**config.mk**
```make
export PLATFORM = sky130hd
export DESIGN_NAME = serial_subtractor_flat
export DESIGN_NICKNAME = d
export VERILOG_FILES = /design/src/rtl/serial_subtractor_if.sv /design/src/rtl/serial_subtractor.sv /design/src/flat_wrapper.sv
export SDC_FILE = /design/constraint.sdc
export NUM_CORES = 1
export LEC_CHECK = 0
export CAP_MARGIN = 20
export CORE_MARGIN = 4
export CORE_UTILIZATION = 55
export DETAILED_ROUTE_END_ITERATION = 10
export DONT_BUFFER_PORTS = 1
export PLACE_DENSITY = 0.79
export SLEW_MARGIN = 20
export SYNTH_ARGS = -nofsm -noshare
export SYNTH_HDL_FRONTEND = slang
export SYNTH_SLANG_ARGS = --single-unit
```
**constraint.sdc**
```tcl
create_clock -name clk -period 3.4 [get_ports clk]
set_input_delay 0.17 -clock clk [delete_from_list [all_inputs] [get_ports clk]]
set_output_delay 0.17 -clock clk [all_outputs]
set_load 0.03 [all_outputs]
```
**src/rtl/serial_subtractor_if.sv**
```systemverilog
// serial_subtractor_if
//   Groups the start handshake, operands and result of the bit-serial
//   subtractor so requester and datapath connect through one port.
//
//   start       request, sampled by the subtractor only while busy==0
//   a_in        minuend, captured when start is accepted
//   b_in        subtrahend, captured when start is accepted
//   borrow_in   initial borrow, captured when start is accepted
//   busy        high while bits are being processed
//   done        single-cycle pulse: diff/borrow_out valid
//   diff        (a - b - borrow_in) mod 2^WIDTH
//   borrow_out  1 iff a < b + borrow_in (unsigned)
//
//   master: the requester side; slave: the subtractor side.

interface serial_subtractor_if #(
   parameter int WIDTH = 8
);

   logic             start;
   logic [WIDTH-1:0] a_in;
   logic [WIDTH-1:0] b_in;
   logic             borrow_in;
   logic             busy;
   logic             done;
   logic [WIDTH-1:0] diff;
   logic             borrow_out;

   modport master (
      output start, a_in, b_in, borrow_in,
      input  busy, done, diff, borrow_out
   );

   modport slave (
      input  start, a_in, b_in, borrow_in,
      output busy, done, diff, borrow_out
   );

endinterface

```
**src/rtl/serial_subtractor.sv**
```systemverilog
// serial_subtractor
//   Bit-serial unsigned subtractor: diff = a - b - borrow_in, computed LSB
//   first with one full-subtractor cell and a borrow flop, one bit per clock.
//   Start in cycle 0 -> busy in cycles 1..WIDTH -> done pulse in cycle
//   WIDTH+1. diff/borrow_out change only on entry to DONE and hold otherwise.
//
//   clk   rising-edge clock
//   rst   synchronous, active-high reset; aborts any operation in flight
//   bus   serial_subtractor_if.slave (start/operands in, busy/done/result out)

module serial_subtractor #(
   parameter int WIDTH = 8
) (
   input logic                clk,
   input logic                rst,
   serial_subtractor_if.slave bus
);

   localparam int CW = $clog2(WIDTH) + 1;

   typedef enum logic [1:0] {
      IDLE,
      SHIFT,
      DONE
   } state_t;

   state_t           state, next_state;
   logic [WIDTH-1:0] a_sr;
   logic [WIDTH-1:0] b_sr;
   logic [WIDTH-2:0] d_sr;      // result bits collected so far, LSB at bit 0 when complete
   logic             br;
   logic [CW-1:0]    cnt;
   logic [WIDTH-1:0] diff_q;
   logic             borrow_q;

   logic             a_bit, b_bit;
   logic             d_bit, br_next;
   logic             last_bit;
   logic [WIDTH-1:0] d_cat;

   // Full-subtractor cell on the current LSBs.
   assign a_bit    = a_sr[0];
   assign b_bit    = b_sr[0];
   assign d_bit    = a_bit ^ b_bit ^ br;
   assign br_next  = (~a_bit & b_bit) | (~(a_bit ^ b_bit) & br);
   assign last_bit = (cnt == CW'(WIDTH - 1));

   // New bit enters at the top; after the final bit this is the full result.
   assign d_cat    = {d_bit, d_sr};

   // NOTE: every signal written in always_comb gets a default first, so no
   // path leaves it unassigned and no latch is inferred.
   always_comb begin
      next_state = state;
      case (state)
         IDLE:    if (bus.start) next_state = SHIFT;
         SHIFT:   if (last_bit)  next_state = DONE;
         DONE:    next_state = bus.start ? SHIFT : IDLE;
         default: next_state = IDLE;
      endcase
   end

   // NOTE: state is updated with non-blocking assignments so every flop
   // samples pre-edge values; the reset is synchronous and clears the shift
   // registers too, so a reset mid-operation leaves no stale bits behind.
   always_ff @(posedge clk) begin
      if (rst) begin
         state    <= IDLE;
         a_sr     <= '0;
         b_sr     <= '0;
         d_sr     <= '0;
         br       <= 1'b0;
         cnt      <= '0;
         diff_q   <= '0;
         borrow_q <= 1'b0;
      end else begin
         state <= next_state;
         case (state)
            IDLE, DONE: begin
               if (bus.start) begin
                  a_sr <= bus.a_in;
                  b_sr <= bus.b_in;
                  br   <= bus.borrow_in;
                  cnt  <= '0;
               end
            end
            SHIFT: begin
               a_sr <= a_sr >> 1;
               b_sr <= b_sr >> 1;
               d_sr <= d_cat[WIDTH-1:1];
               br   <= br_next;
               cnt  <= cnt + 1'b1;
               // Result registers move only when the last bit is produced.
               if (last_bit) begin
                  diff_q   <= d_cat;
                  borrow_q <= br_next;
               end
            end
            default: ;
         endcase
      end
   end

   assign bus.busy       = (state == SHIFT);
   assign bus.done       = (state == DONE);
   assign bus.diff       = diff_q;
   assign bus.borrow_out = borrow_q;

endmodule

```
**src/flat_wrapper.sv**
```systemverilog
// flat-port wrapper written by rule: the top's interface ports become plain ports
module serial_subtractor_flat 
#(
   parameter int WIDTH = 8
)
  (clk, rst, bus_start, bus_a_in, bus_b_in, bus_borrow_in, bus_busy, bus_done, bus_diff, bus_borrow_out);
  serial_subtractor_if #(.WIDTH(WIDTH)) bus_i ();
  input logic clk;
  input logic rst;
  input wire logic [$bits(bus_i.start)-1:0] bus_start;
  input wire logic [$bits(bus_i.a_in)-1:0] bus_a_in;
  input wire logic [$bits(bus_i.b_in)-1:0] bus_b_in;
  input wire logic [$bits(bus_i.borrow_in)-1:0] bus_borrow_in;
  output wire logic [$bits(bus_i.busy)-1:0] bus_busy;
  output wire logic [$bits(bus_i.done)-1:0] bus_done;
  output wire logic [$bits(bus_i.diff)-1:0] bus_diff;
  output wire logic [$bits(bus_i.borrow_out)-1:0] bus_borrow_out;
  assign bus_i.start = bus_start;
  assign bus_i.a_in = bus_a_in;
  assign bus_i.b_in = bus_b_in;
  assign bus_i.borrow_in = bus_borrow_in;
  assign bus_busy = bus_i.busy;
  assign bus_done = bus_i.done;
  assign bus_diff = bus_i.diff;
  assign bus_borrow_out = bus_i.borrow_out;
  serial_subtractor #(.WIDTH(WIDTH)) u_core (.clk(clk), .rst(rst), .bus(bus_i));
endmodule
```
Word level (Yosys, flattened, before mapping)
Index checks and enable logic that the tools add are counted.
{ "totals": {"ff_bits": 39, "elab_cells": 40} }
{ "op_classes": {"n_mux": 12, "reduce_logical": 6, "add_sub_neg": 1, "eq_ne": 6, "bitwise": 7} }
{ "ops": {"columns": ["cell", "count"], "rows": [
  ["8-bit one-hot mux with 2 select lines", 2],
  ["8-bit 2-to-1 mux", 2],
  ["4-bit one-hot mux with 2 select lines", 1],
  ["2-bit one-hot mux with 3 select lines", 1],
  ["2-bit AND reduction", 3],
  ["4-bit by 1-bit adder with 4-bit output, second input constant", 1],
  ["4-bit by 3-bit equality test with 1-bit output, second input constant", 1],
  ["2-bit 2-to-1 mux", 2],
  ["4-bit 2-to-1 mux", 1],
  ["2-bit inequality test, second input constant", 2],
  ["1-bit bitwise AND", 2],
  ["2-bit by 1-bit equality test with 1-bit output, second input constant", 1],
  ["2-bit equality test, second input constant", 1],
  ["2-bit zero test", 1],
  ["1-bit 2-to-1 mux", 2],
  ["2-bit by 1-bit inequality test with 1-bit output, second input constant", 1],
  ["1-bit inverter", 2],
  ["1-bit one-hot mux with 2 select lines", 1],
  ["2-bit nonzero test", 1],
  ["2-bit OR reduction", 1],
  ["1-bit bitwise XOR", 2],
  ["1-bit OR", 1]
]} }

Longest topological paths before layout
Gate-level depths: netlist (run 1).
{ "depth": {"depth_word": 5, "depth_mapped": 5, "depth_no_buf": 4} }

Worst setup path after synthesis (run 1)
OpenSTA, ideal clock, no wires.
{ "synth_path": {"path_type": "flip-flop to flip-flop", "start": "reg u_core.cnt[0]", "end": "reg u_core.borrow_q (netlist: u_core.bus.borrow_out)", "setup_time_ps": 91, "path_slack_ps": 2204, "stages_incl_launch_ff": 6, "synth_period_minus_slack_ps": 1196, "t_arrival_ps": 1105, "n_path_buf": 1, "cell_sequence": "dfxtp_1 > ha_1 > and3b_1 > buf_4 > a21oi_1 > a311oi_1"} }
{ "synth_via": {"elab_chain_cells": 2} }
{ "synth_lines": {"columns": ["element", "line", "source"], "rows": [
  ["start, declared", "serial_subtractor.sv:32", "logic [CW-1:0] cnt;"],
  ["start signal, assigned", "serial_subtractor.sv:92", "cnt <= cnt + 1'b1;"],
  ["4-bit by 3-bit equality test with 1-bit output", "serial_subtractor.sv:46", "assign last_bit = (cnt == CW'(WIDTH - 1));"],
  ["2-bit AND reduction (no source line)", null, null],
  ["end signal, assigned", "serial_subtractor.sv:96", "borrow_q <= br_next;"],
  ["end, declared", "serial_subtractor.sv:34", "logic borrow_q;"]
]} }
Every way passes these cells.
A chain may end at the register's enable or synchronous reset.

Final worst setup path (run 1)
{ "layout_path": {"start": "reg u_core.state[1]", "end": "reg u_core.cnt[3]"} }
{ "layout_via": {"word_cells_on_any_way": 8, "classes_between": "eq/ne: 3; mux: 1; reduce/logical: 4"} }
{ "layout_lines": {"columns": ["element", "line", "source"], "rows": [
  ["start, declared", "serial_subtractor.sv:27", "state_t state, next_state;"],
  ["start signal, assigned", "serial_subtractor.sv:77", "state <= next_state;"],
  ["2-bit by 1-bit equality test with 1-bit output *", null, null],
  ["net bus_busy", "flat_wrapper.sv:14", "output wire logic [$bits(bus_i.busy)-1:0] bus_busy;"],
  ["2-bit nonzero test (no source line)", null, null],
  ["2-bit AND reduction (no source line)", null, null]
]} }
Mark *: on every way through the listed nets, which the timed path passes. The rest lies on a longest branch.

==> metrics.yaml, run 1 <==
status:
  status: "complete, no violations"
timing:
  relSlewSlack_pct: 53.2
  slew_viol_final: 0
  period_share_pct: 54.6
  fmax_ghz: 0.539
  hold_violations: 0
  setup_tns_ns: 0
  setup_viol: 0
  setup_slack_ns: 1.54
  worst-slew-pin-transition_ns: 0.702
  post-route-min-period_ns: 1.86
  clock_skew_ns: 0.00865
  rsz0062_at_grt: "false"
logic_synthesis:
  synth_seq_cells: 39
  ys_seq_area_share_pct: 49.7
  synthMuxAreaShare_pct: 1.67
  synth_xor_area_share_pct: 0
  synth.distinct_cells: 28
  yosys.area_share.simple_pct: 17.4
  postSynthCellCount: 180
  synth_compound_area_share_pct: 22.9
  syn-num-nets: 202
  ys_warn_count: 0
  synth_top_family_by_area: "compound AO/OA/AOI/OAI gates"
  avgSynthCellArea_sq_um: 8.73
  synth_fa_ha_area_share_pct: 2.07
  synth_area_sq_um: 1570
clocking:
  clock-sinks: 39
  cts_tree: "yes"
  numCtsBuffers: 5
  clk_latency_ns: 0.35
  h-tree-depth: 2
  clkSlewWorstSetupHoldPaths_ns: 0.12
  cts_max_path_buffers: 2
  post_cts_resized: 0
  cts-root-buf: "clkbuf_4"
setup_path:
  end_kind: "register"
  worstPathRequired_ns: 3.65
  path_class: "reg -> reg"
  critical_path_peak_fanout: 38
  start_kind: "register"
  critPathArrivalTime_ns: 2.11
route:
  drtAntennaViolNets: 0
  drt-pass1-iter-count: 5
  drt_iter0_markers: 63
  drt-total-wl_um: 3140
  vias: 1268
  wl_per_cell_um: 15.0
  drc: 0
  via_per_inst: 6.04
floorplan:
  core_sq_um: 2730
  die_width_um: 61.5
  io_pins: 31
  start_util_pct: 57.5
  rows: 19
  dieArea_sq_um: 3780
  die_h_um: 61.5
global_route:
  antenna_found_initial: 0
  grt_max_degree: 39
  grt_pass1_wl_um: 5390
  grt_usage_pct: 19.5
  overflow: 0
  first_global_vias: 1224
power:
  p_per_area_nw_per_um2: 532
  total_power_mw: 0.896
  ir_drop_mv: 0.378
  power_leakage_nw: 0.573
placement:
  place.gp.congestion: 0.710
  placement.io_buffers: 0
  pre_cts_slack_ns: 1.56
  dp.cells: 197
  place_area_sq_um: 1540
  hpwl_um: 2020
finish:
  diodes: 0
  area_growth_pct: 7.17
  n_fill_cell: 241
  nets: 200
  stdcell_count: 210
  design_area_sq_um: 1680
  layout-drive-gt1-share_pct: 8.38
min_path:
  min_path_type: "in -> reg"
run:
  cap_violations: 0
## final cells by class
cell class | count | area (sq um) | share of cell area, %
clock buffer | 6 | 51.3 | 3.05
clock inverter | 2 | 35.0 | 2.08
inverter | 3 | 11.3 | 0.669
multi-input combinational | 122 | 692 | 41.1
sequential | 39 | 781 | 46.4
tap | 31 | 38.8 | 2.30
timing repair buffer | 7 | 75.1 | 4.46
## registers in the layout, summed over array words and instances (netlist names)
signal	cells
u_core.a_sr	8
u_core.b_sr	8
u_core.bus.diff	8
u_core.d_sr	7
u_core.cnt	4
u_core.state	2
u_core.br	1
u_core.bus.borrow_out	1
## worst max-delay path, cell delays in order, from the launching register on
cell	delay, ns
dfxtp_1	0.33
nand2b_1	0.13
buf_4	0.24
inv_2	0.56
nand4_1	0.18
mux2_2	0.30
## where the power goes
| part | switching, mW | internal (mW) |
|---|---|---|
| sequential | 0.0104 | 0.475 |
| combinational | 0.0553 | 0.0308 |
| clock | 0.151 | 0.174 |
| total | 0.217 | 0.679 |
## metal layers
metal  GRT usage (%)  vias up  part of all wire (%)
met5               0        -                     0
met4            6.36        0                   1.6
met3            7.97        6                   6.1
met2            31.7       32                    50
met1            23.6      593                    43
li1                -      637                     -
## timing repair
item                      in CTS  in global routing
hold endpoints to repair      38                  1
buffers inserted               0                  0
hold buffers                   4                  1
## logic make-up after synthesis
logic type,count (synthesis)
flops,39
compound gates,62
fa+ha+maj,2
mux,2
buf+inv,19
simple gates,56
## Yosys cell counts
library cell | n | share of area (%)
a21oi_1 | 37 | 12
mux2_4 | 1 | 0.96
o21ai_0 | 8 | 2.5
dfxtp_1 | 39 | 50
inv_2 | 1 | 0.24
nand2b_1 | 3 | 1.2
buf_6 | 1 | 0.72
nor2b_1 | 2 | 0.80
nand3_1 | 27 | 8.6
a22oi_1 | 14 | 6.7
mux2_2 | 1 | 0.72
nor3_1 | 1 | 0.32
nand3b_1 | 1 | 0.48
buf_4 | 2 | 0.96
fa_1 | 1 | 1.3
buf_2 | 10 | 3.2
buf_1 | 2 | 0.48
a211oi_2 | 1 | 0.80
inv_1 | 2 | 0.48
clkbuf_1 | 1 | 0.24
a311oi_1 | 1 | 0.56
nor2_1 | 2 | 0.48
and3b_1 | 1 | 0.56
a2bb2oi_1 | 1 | 0.56
ha_1 | 1 | 0.80
nand4_1 | 1 | 0.40
nor3b_1 | 1 | 0.48
nand2_1 | 17 | 4.1
## stage by stage
| stage | utilization, % | hold slack [ns] |
|---|---|---|
| after global placement | 56.2 | 0.241 |
| after global routing | 61.6 | 0.00633 |
| after floorplan | - | 0.306 |
| final | 61.6 | 0.00845 |
| after CTS | 61.2 | 0.00297 |
| after detailed placement | 56.2 | 0.241 |
## layout by cell type, fill, tap and decap left out, types with 3 or more instances in the layout
| master | instances |
|---|---|
| o21ai_0 | 8 |
| nand2b_1 | 3 |
| dfxtp_1 | 39 |
| a22oi_1 | 14 |
| nand2_1 | 17 |
| clkbuf_4 | 5 |
| dlygate4sd3_1 | 4 |
| nand3_1 | 27 |
| a21oi_1 | 37 |
## path summary, 6_finish.rpt
check / start / to / slack (ns) / cells after the start
min reg2reg: u_core.d_sr[5] / u_core.d_sr[4] / 0.47 / 2
min: bus_b_in[0] / u_core.b_sr[0] / 0.008 / 2
max: u_core.state[1] / u_core.cnt[3] / 1.54 / 5
max reg2reg: u_core.state[1] / u_core.cnt[3] / 1.54 / 5
Power figures use the tool's default switching activity.
==> run 2, diff against run 1 <==
clock period = 1.85 ns   (was 3.4 ns; I/O delays follow)
==> run 2 against run 1 <==
Clock-buffer cell count increased by 1. Non-clock buffer count grew 16. Clock skew shrank 0.0034 ns. Critical endpoint is now bus_busy. Combinational power grew 130%. Via count up 8.4%. Register-to-register slack worse by 1.2 ns. Largest power group unchanged. Sequential power up 84%.
==> metrics.yaml, run 2 (same netlist as run 1, synthesis figures left out) <==
status:
  status: "complete, no violations"
route:
  drt-total-wl_um: 3470  # +10%
  drt_iter0_markers: 73  # +16%
  via_per_inst: 6.08  # +0.76%
  drc: 0  # unchanged
  wl_per_cell_um: 15.3  # +2.5%
  vias: 1375  # +8.4%
  drt-pass1-iter-count: 4  # -1
  drtAntennaViolNets: 0  # unchanged
setup_path:
  cp_common_cell: "buf_4"
  critical_path_peak_fanout: 23  # -39%
  critPathMaxStageDelay_ns: 0.38  # -0.18 ns
  start_kind: "register"
  worst_path_max_delay_cell: "dfxtp_1"
  critPathArrivalTime_ns: 1.59  # -0.52 ns
  end_kind: "output pin"
  path_class: "reg -> out"
  worstPathRequired_ns: 1.76  # -1.89 ns
  crit_chain: "nand2b_1 > inv_2 > buf_4 > buf_4"
clocking:
  numCtsBuffers: 5  # unchanged
  cts-root-buf: "clkbuf_4"
  cts_setup_buffers: 0  # unchanged
  clkSlewWorstSetupHoldPaths_ns: 0.11  # about the same
  cts_tree: "yes"
  clock-sinks: 39  # unchanged
  h-tree-depth: 2  # unchanged
  clk_latency_ns: 0.34  # about the same
  post_cts_resized: 0  # unchanged
  cts_max_path_buffers: 2  # unchanged
  cts_hold_buffers: 18  # +14
global_route:
  first_global_vias: 1275  # +4.2%
  antenna_found_initial: 0  # unchanged
  overflow: 0  # unchanged
  grt_pass1_wl_um: 5710  # +6.0%
  grt_max_degree: 40  # +2.6%
  grt_usage_pct: 20.5  # +0.98 points
finish:
  postLayoutCoreUtil_pct: 65.9  # +4.3 points
  mostFrequentLayoutCell: "dfxtp_1"
  area_growth_pct: 14.6
  design_area_sq_um: 1800  # +6.9%
  layout-drive-gt1-share_pct: 8.21  # -0.17 points
  diodes: 0  # unchanged
  final_cell_mix: "dfxtp_1, a21oi_1, nand3_1"
  nets: 216  # +8.0%
timing:
  clock_skew_ns: 0.00525  # -0.00340 ns
  setup_tns_ns: 0  # unchanged
  fmax_ghz: 0.593
  relSlewSlack_pct: 61.5  # +8.3 points
  slew_viol_final: 0  # unchanged
  period_share_pct: 91.1
  worst-slew-pin-transition_ns: 0.577  # -0.126 ns
  setup_viol: 0  # unchanged
  rsz0062_at_grt: "false"
  post-route-min-period_ns: 1.69
  hold_violations: 0  # unchanged
power:
  power.net_switching_mw: 0.393  # +81%
  p_seq_share_pct: 59.7  # +5.6 points
  ir_drop_mv: 0.561  # +48%
  p_int_mw: 1.10  # +62%
  p_comb_share_pct: 13.1  # +3.5 points
  p_per_area_nw_per_um2: 831  # +56%
  clock_power_share_pct: 27.3  # -9.0 points
  power_leakage_nw: 0.623  # +8.8%
  switching_share_pct: 26.3  # +2.1 points
  total_power_mw: 1.50  # +67%
run:
  cap_violations: 0  # unchanged
placement:
  place.gp.congestion: 0.718  # +1.2%
  placement.io_buffers: 0  # unchanged
  hpwl_um: 2080  # +2.9%
  place_area_sq_um: 1560  # +1.5%
floorplan:
  core_sq_um: 2730  # unchanged
  dieArea_sq_um: 3780  # unchanged
  rows: 19  # unchanged
  io_pins: 31  # unchanged
  die_h_um: 61.5  # unchanged
  start_util_pct: 57.5  # unchanged
  die_width_um: 61.5  # unchanged
min_path:
  min_path_type: "in -> reg"
[run 2: cell count changes in the layout (fill, tap and decap cells not counted)]
cell	change
dlygate4sd3_1	+13
buf_4	+3
clkbuf_8	-1
bufinv_16	-1
clkbuf_1	+2
[run 2: worst paths after layout]
| kind | from | endpoint | slack [ns] | cells after the start |
|---|---|---|---|---|
| hold / removal | rst | u_core.cnt[2] | 0.03 | 2 |
| hold reg to reg | u_core.d_sr[0] | u_core.d_sr[0] | 0.47 | 2 |
| setup / recovery | u_core.state[0] | bus_busy | 0.16 | 4 |
| setup reg to reg | u_core.cnt[0] | u_core.bus.borrow_out | 0.38 | 4 |
[run 2: cell type report]
class	count	area, sq um
multi-input combinational	122	692
clock inverter	1	5.00
timing repair buffer	23	228
sequential	39	781
tap	31	38.8
fill	222	933
inverter	3	11.3
clock buffer	7	45.0
[run 2: per-layer routing]
layer	part of all wire [%]	up-vias	global-route usage (%)
li1	-	668	-
met1	42	649	25.0
met2	50	53	34.3
met3	7.3	5	5.03
met4	1.4	0	9.09
met5	0	-	0
[run 2: worst max-delay path, delay by kind of cell (launching register included)]
family                 cells  cell delay, ns
DFF                        1            0.38
and+or+nand+nor            1            0.10
buffers and inverters      3            0.77
[run 2: metrics by stage]
stage / hold WS (ns) / setup slack, ns / instances
final: 0.0253 / 0.165 / 226
after global routing: 0.0234 / 0.0591 / 226
after CTS: 0.0105 / 0.171 / 226
after detailed placement: 0.165 / 0.422 / 200
after global placement: 0.163 / 0.493 / 200
after floorplan: 0.229 / 0.654 / 180
[run 2: power groups by stage]
stage                     Sequential, mW  Clock (mW)  Combinational (mW)
final                              0.892       0.408               0.196
after global routing               0.896       0.447               0.216
after CTS                          0.891       0.413               0.191
after detailed placement           0.911           0               0.145
after global placement             0.908           0               0.136
after floorplan                    0.905           0               0.134
==> run 3, diff against run 2 <==
ABC_AREA = 1   (was default)
==> run 3 against run 2 <==
Register-to-register slack got worse by 0.07 ns. The flow now finishes with violations (negative hold slack). Utilization is 5.3 points lower. Global-route usage down 1.8 points. Critical path type unchanged. Final cell count up 31%. Flip-flop and latch count did not move. Critical path depth shrank 1. Die area increased by 18%.
==> metrics.yaml, run 3 <==
status:
  status: "complete, but fails checks"
  violations: "negative hold slack"
clocking:
  clk_latency_ns: 0.33  # about the same
  cts_max_path_buffers: 2  # unchanged
  h-tree-depth: 2  # unchanged
  clock-sinks: 39  # unchanged
  cts_tree: "yes"
  cts-root-buf: "clkbuf_4"
  cts_setup_buffers: 0  # unchanged
  clkSlewWorstSetupHoldPaths_ns: 0.11  # about the same
  post_cts_resized: 0  # unchanged
  numCtsBuffers: 5  # unchanged
placement:
  hpwl_um: 2570  # +24%
  place_area_sq_um: 1870  # +20%
  place.gp.congestion: 0.843  # +17%
  placement.io_buffers: 0  # unchanged
  dp.cells: 278  # +39%
route:
  wl_per_cell_um: 12.5  # -18%
  drc: 0  # unchanged
  vias: 1569  # +14%
  drt-pass1-iter-count: 5  # +1
  drt-total-wl_um: 3700  # +6.7%
  drt_iter0_markers: 169  # +130%
  via_per_inst: 5.32  # -13%
  drtAntennaViolNets: 0  # unchanged
global_route:
  grt_max_degree: 28  # -30%
  first_global_vias: 1449  # +14%
  antenna_found_initial: 0  # unchanged
  grt_usage_pct: 18.7  # -1.8 points
  overflow: 0  # unchanged
  grt_pass1_wl_um: 6240  # +9.3%
setup_path:
  critPathArrivalTime_ns: 1.49  # -0.10 ns
  worstPathRequired_ns: 1.76  # about the same
  reg2reg_slack_ns: 0.31  # -0.07 ns
  reg2reg_depth: 6  # +2
  rr_endpoint: "u_core.b_sr[2]"
  critical_path_peak_fanout: 16  # -30%
  path_class: "reg -> out"
  crit-reg2reg-launch: "u_core.state[0]"
  end_kind: "output pin"
  start_kind: "register"
logic_synthesis:
  yosysTopAreaCell: "dfxtp_1"
  syn-num-nets: 266  # +32%
  synth-main-ff-cell: "dfxtp_1"
  synth_edf_count: 0  # unchanged
  synth_top_area_share_pct: 40.9  # -8.7 points
  avgSynthCellArea_sq_um: 7.81  # -10%
  synthTopCellsByArea: "dfxtp_1, nand3_1, nand2_1"
  ys_seq_area_share_pct: 40.9  # -8.7 points
  async_flop_share_pct: 0  # unchanged
  synthTopCellsByCount: "nand2_1, nand3_1, dfxtp_1, nor2_1, inv_1"
  postSynthCellCount: 244  # +36%
  synth.distinct_cells: 24  # -14%
  synth_seq_cells: 39  # unchanged
  ys_warn_count: 0  # unchanged
  synth_area_sq_um: 1910  # +21%
min_path:
  hp-start: "bus_a_in[5]"
  min_path_type: "in -> reg"
  hold_path_end: "u_core.a_sr[5]"
  holdPathStages: 4  # +2
finish:
  final_cell_mix: "nand3_1, nand2_1, dfxtp_1"
  nets: 272  # +26%
  multi_input_area_sq_um: 902  # +30%
  stdcell_count: 295  # +31%
  diodes: 0  # unchanged
  n_fill_cell: 314  # +41%
  design_area_sq_um: 2020  # +12%
  regArea_sq_um: 781  # unchanged
  postLayoutCoreUtil_pct: 60.6  # -5.3 points
  layout-drive-gt1-share_pct: 16.1  # +7.9 points
  area_growth_pct: 5.97
timing:
  post-route-min-period_ns: 1.58  # -0.108 ns
  clock_skew_ns: 0.00480  # -0.000452 ns
  relSlewSlack_pct: 40.1  # -21 points
  setup_tns_ns: 0  # unchanged
  setup_viol: 0  # unchanged
  slew_viol_final: 0  # unchanged
  rsz0062_at_grt: "false"
  fmax_ghz: 0.634  # +6.8%
  period_share_pct: 85.3  # -5.8 points
  hold_violations: 1  # +1
  worst-slew-pin-transition_ns: 0.895  # +0.319 ns
  whs_ns: -0.00140  # -0.0267 ns
power:
  ir_drop_mv: 0.473  # -16%
  power_leakage_nw: 0.774  # +24%
  p_per_area_nw_per_um2: 796  # -4.2%
floorplan:
  die_width_um: 66.9  # +8.8%
  rows: 21  # +2
  die_h_um: 66.9  # +8.8%
  start_util_pct: 57.1  # -0.34 points
  dieArea_sq_um: 4470  # +18%
  io_pins: 31  # unchanged
  core_sq_um: 3340  # +22%
run:
  cap_violations: 0  # unchanged
-- run 3: changes by cell type after synthesis, moves of 3 or more --
| cell | delta |
|---|---|
| a21oi_1 | -26 |
| a21oi_2 | +11 |
| a22oi_1 | -14 |
| buf_2 | -4 |
| buf_6 | +5 |
| inv_1 | +21 |
| nand2_1 | +23 |
| nand2b_1 | -3 |
| nand3_1 | +13 |
| nand3_2 | +11 |
| nor2_1 | +25 |
| nor2_4 | +4 |
| o21ai_0 | -4 |
| o21ai_1 | +8 |
-- run 3: what timing repair did --
action | in CTS | in global routing
hold buffers | 10 | 1
endpoints found under the setup margin | 0 | 0
endpoints found under the hold margin | 21 | 1
-- run 3: final cells by class --
| type | count | share of cell area, % |
|---|---|---|
| repair buffers | 14 | 6.56 |
| inverters | 27 | 5.26 |
| clock buffers | 6 | 2.04 |
| flip-flops and latches | 39 | 38.6 |
| multi-input cells | 163 | 44.6 |
| well taps | 46 | 2.85 |
-- run 3: where the power goes --
part / total, mW / switching (mW) / internal [mW]
logic: 0.288 / 0.183 / 0.106
registers: 0.928 / 0.0352 / 0.892
clock network: 0.392 / 0.257 / 0.135
-- run 3: logic make-up after synthesis --
| family | Yosys count | synth area share (%) |
|---|---|---|
| adders and majority gates | 2 | 1.71 |
| buffers and inverters | 42 | 11.7 |
| DFF | 39 | 40.9 |
| AOI/OAI and AO/OA | 35 | 11.4 |
| and+or+nand+nor | 126 | 34.2 |
-- run 3: worst max path at each step --
stage                    startpoint            endpoint  slack [ns]  depth (start not counted)
global placement    u_core.state[1]      u_core.a_sr[1]        0.55                          5
global route        u_core.state[0]            bus_busy        0.19                          3
detailed placement  u_core.state[1]      u_core.a_sr[1]        0.49                          5
finish              u_core.state[0]            bus_busy        0.27                          3
CTS                 u_core.state[0]            bus_busy        0.28                          3
floorplan            u_core.b_sr[0]  u_core.bus.diff[7]        0.66                          6
-- run 3: routing by layer --
metal | share of wire [%] | vias up | track usage (%) | wire length, um
li1 | - | 801 | - | -
met5 | 0 | - | 0 | 0
met3 | 6.7 | 7 | 6.41 | 249
met4 | 1.7 | 0 | 7.85 | 62
met1 | 44 | 709 | 23.3 | 1620
met2 | 48 | 52 | 29.1 | 1770
-- run 3: critical path, stage by stage (launching register included) --
cell and delay [ns]:
dfxtp_1 0.48, inv_6 0.13, nor2_4 0.30, buf_4 0.23
-- run 3: per-stage QoR --
step	worst slack [ns]	total power, mW
after floorplan	0.661	1.20
after global placement	0.547	1.20
after detailed placement	0.487	1.21
final	0.272	1.61
after CTS	0.281	1.61
after global routing	0.195	1.69
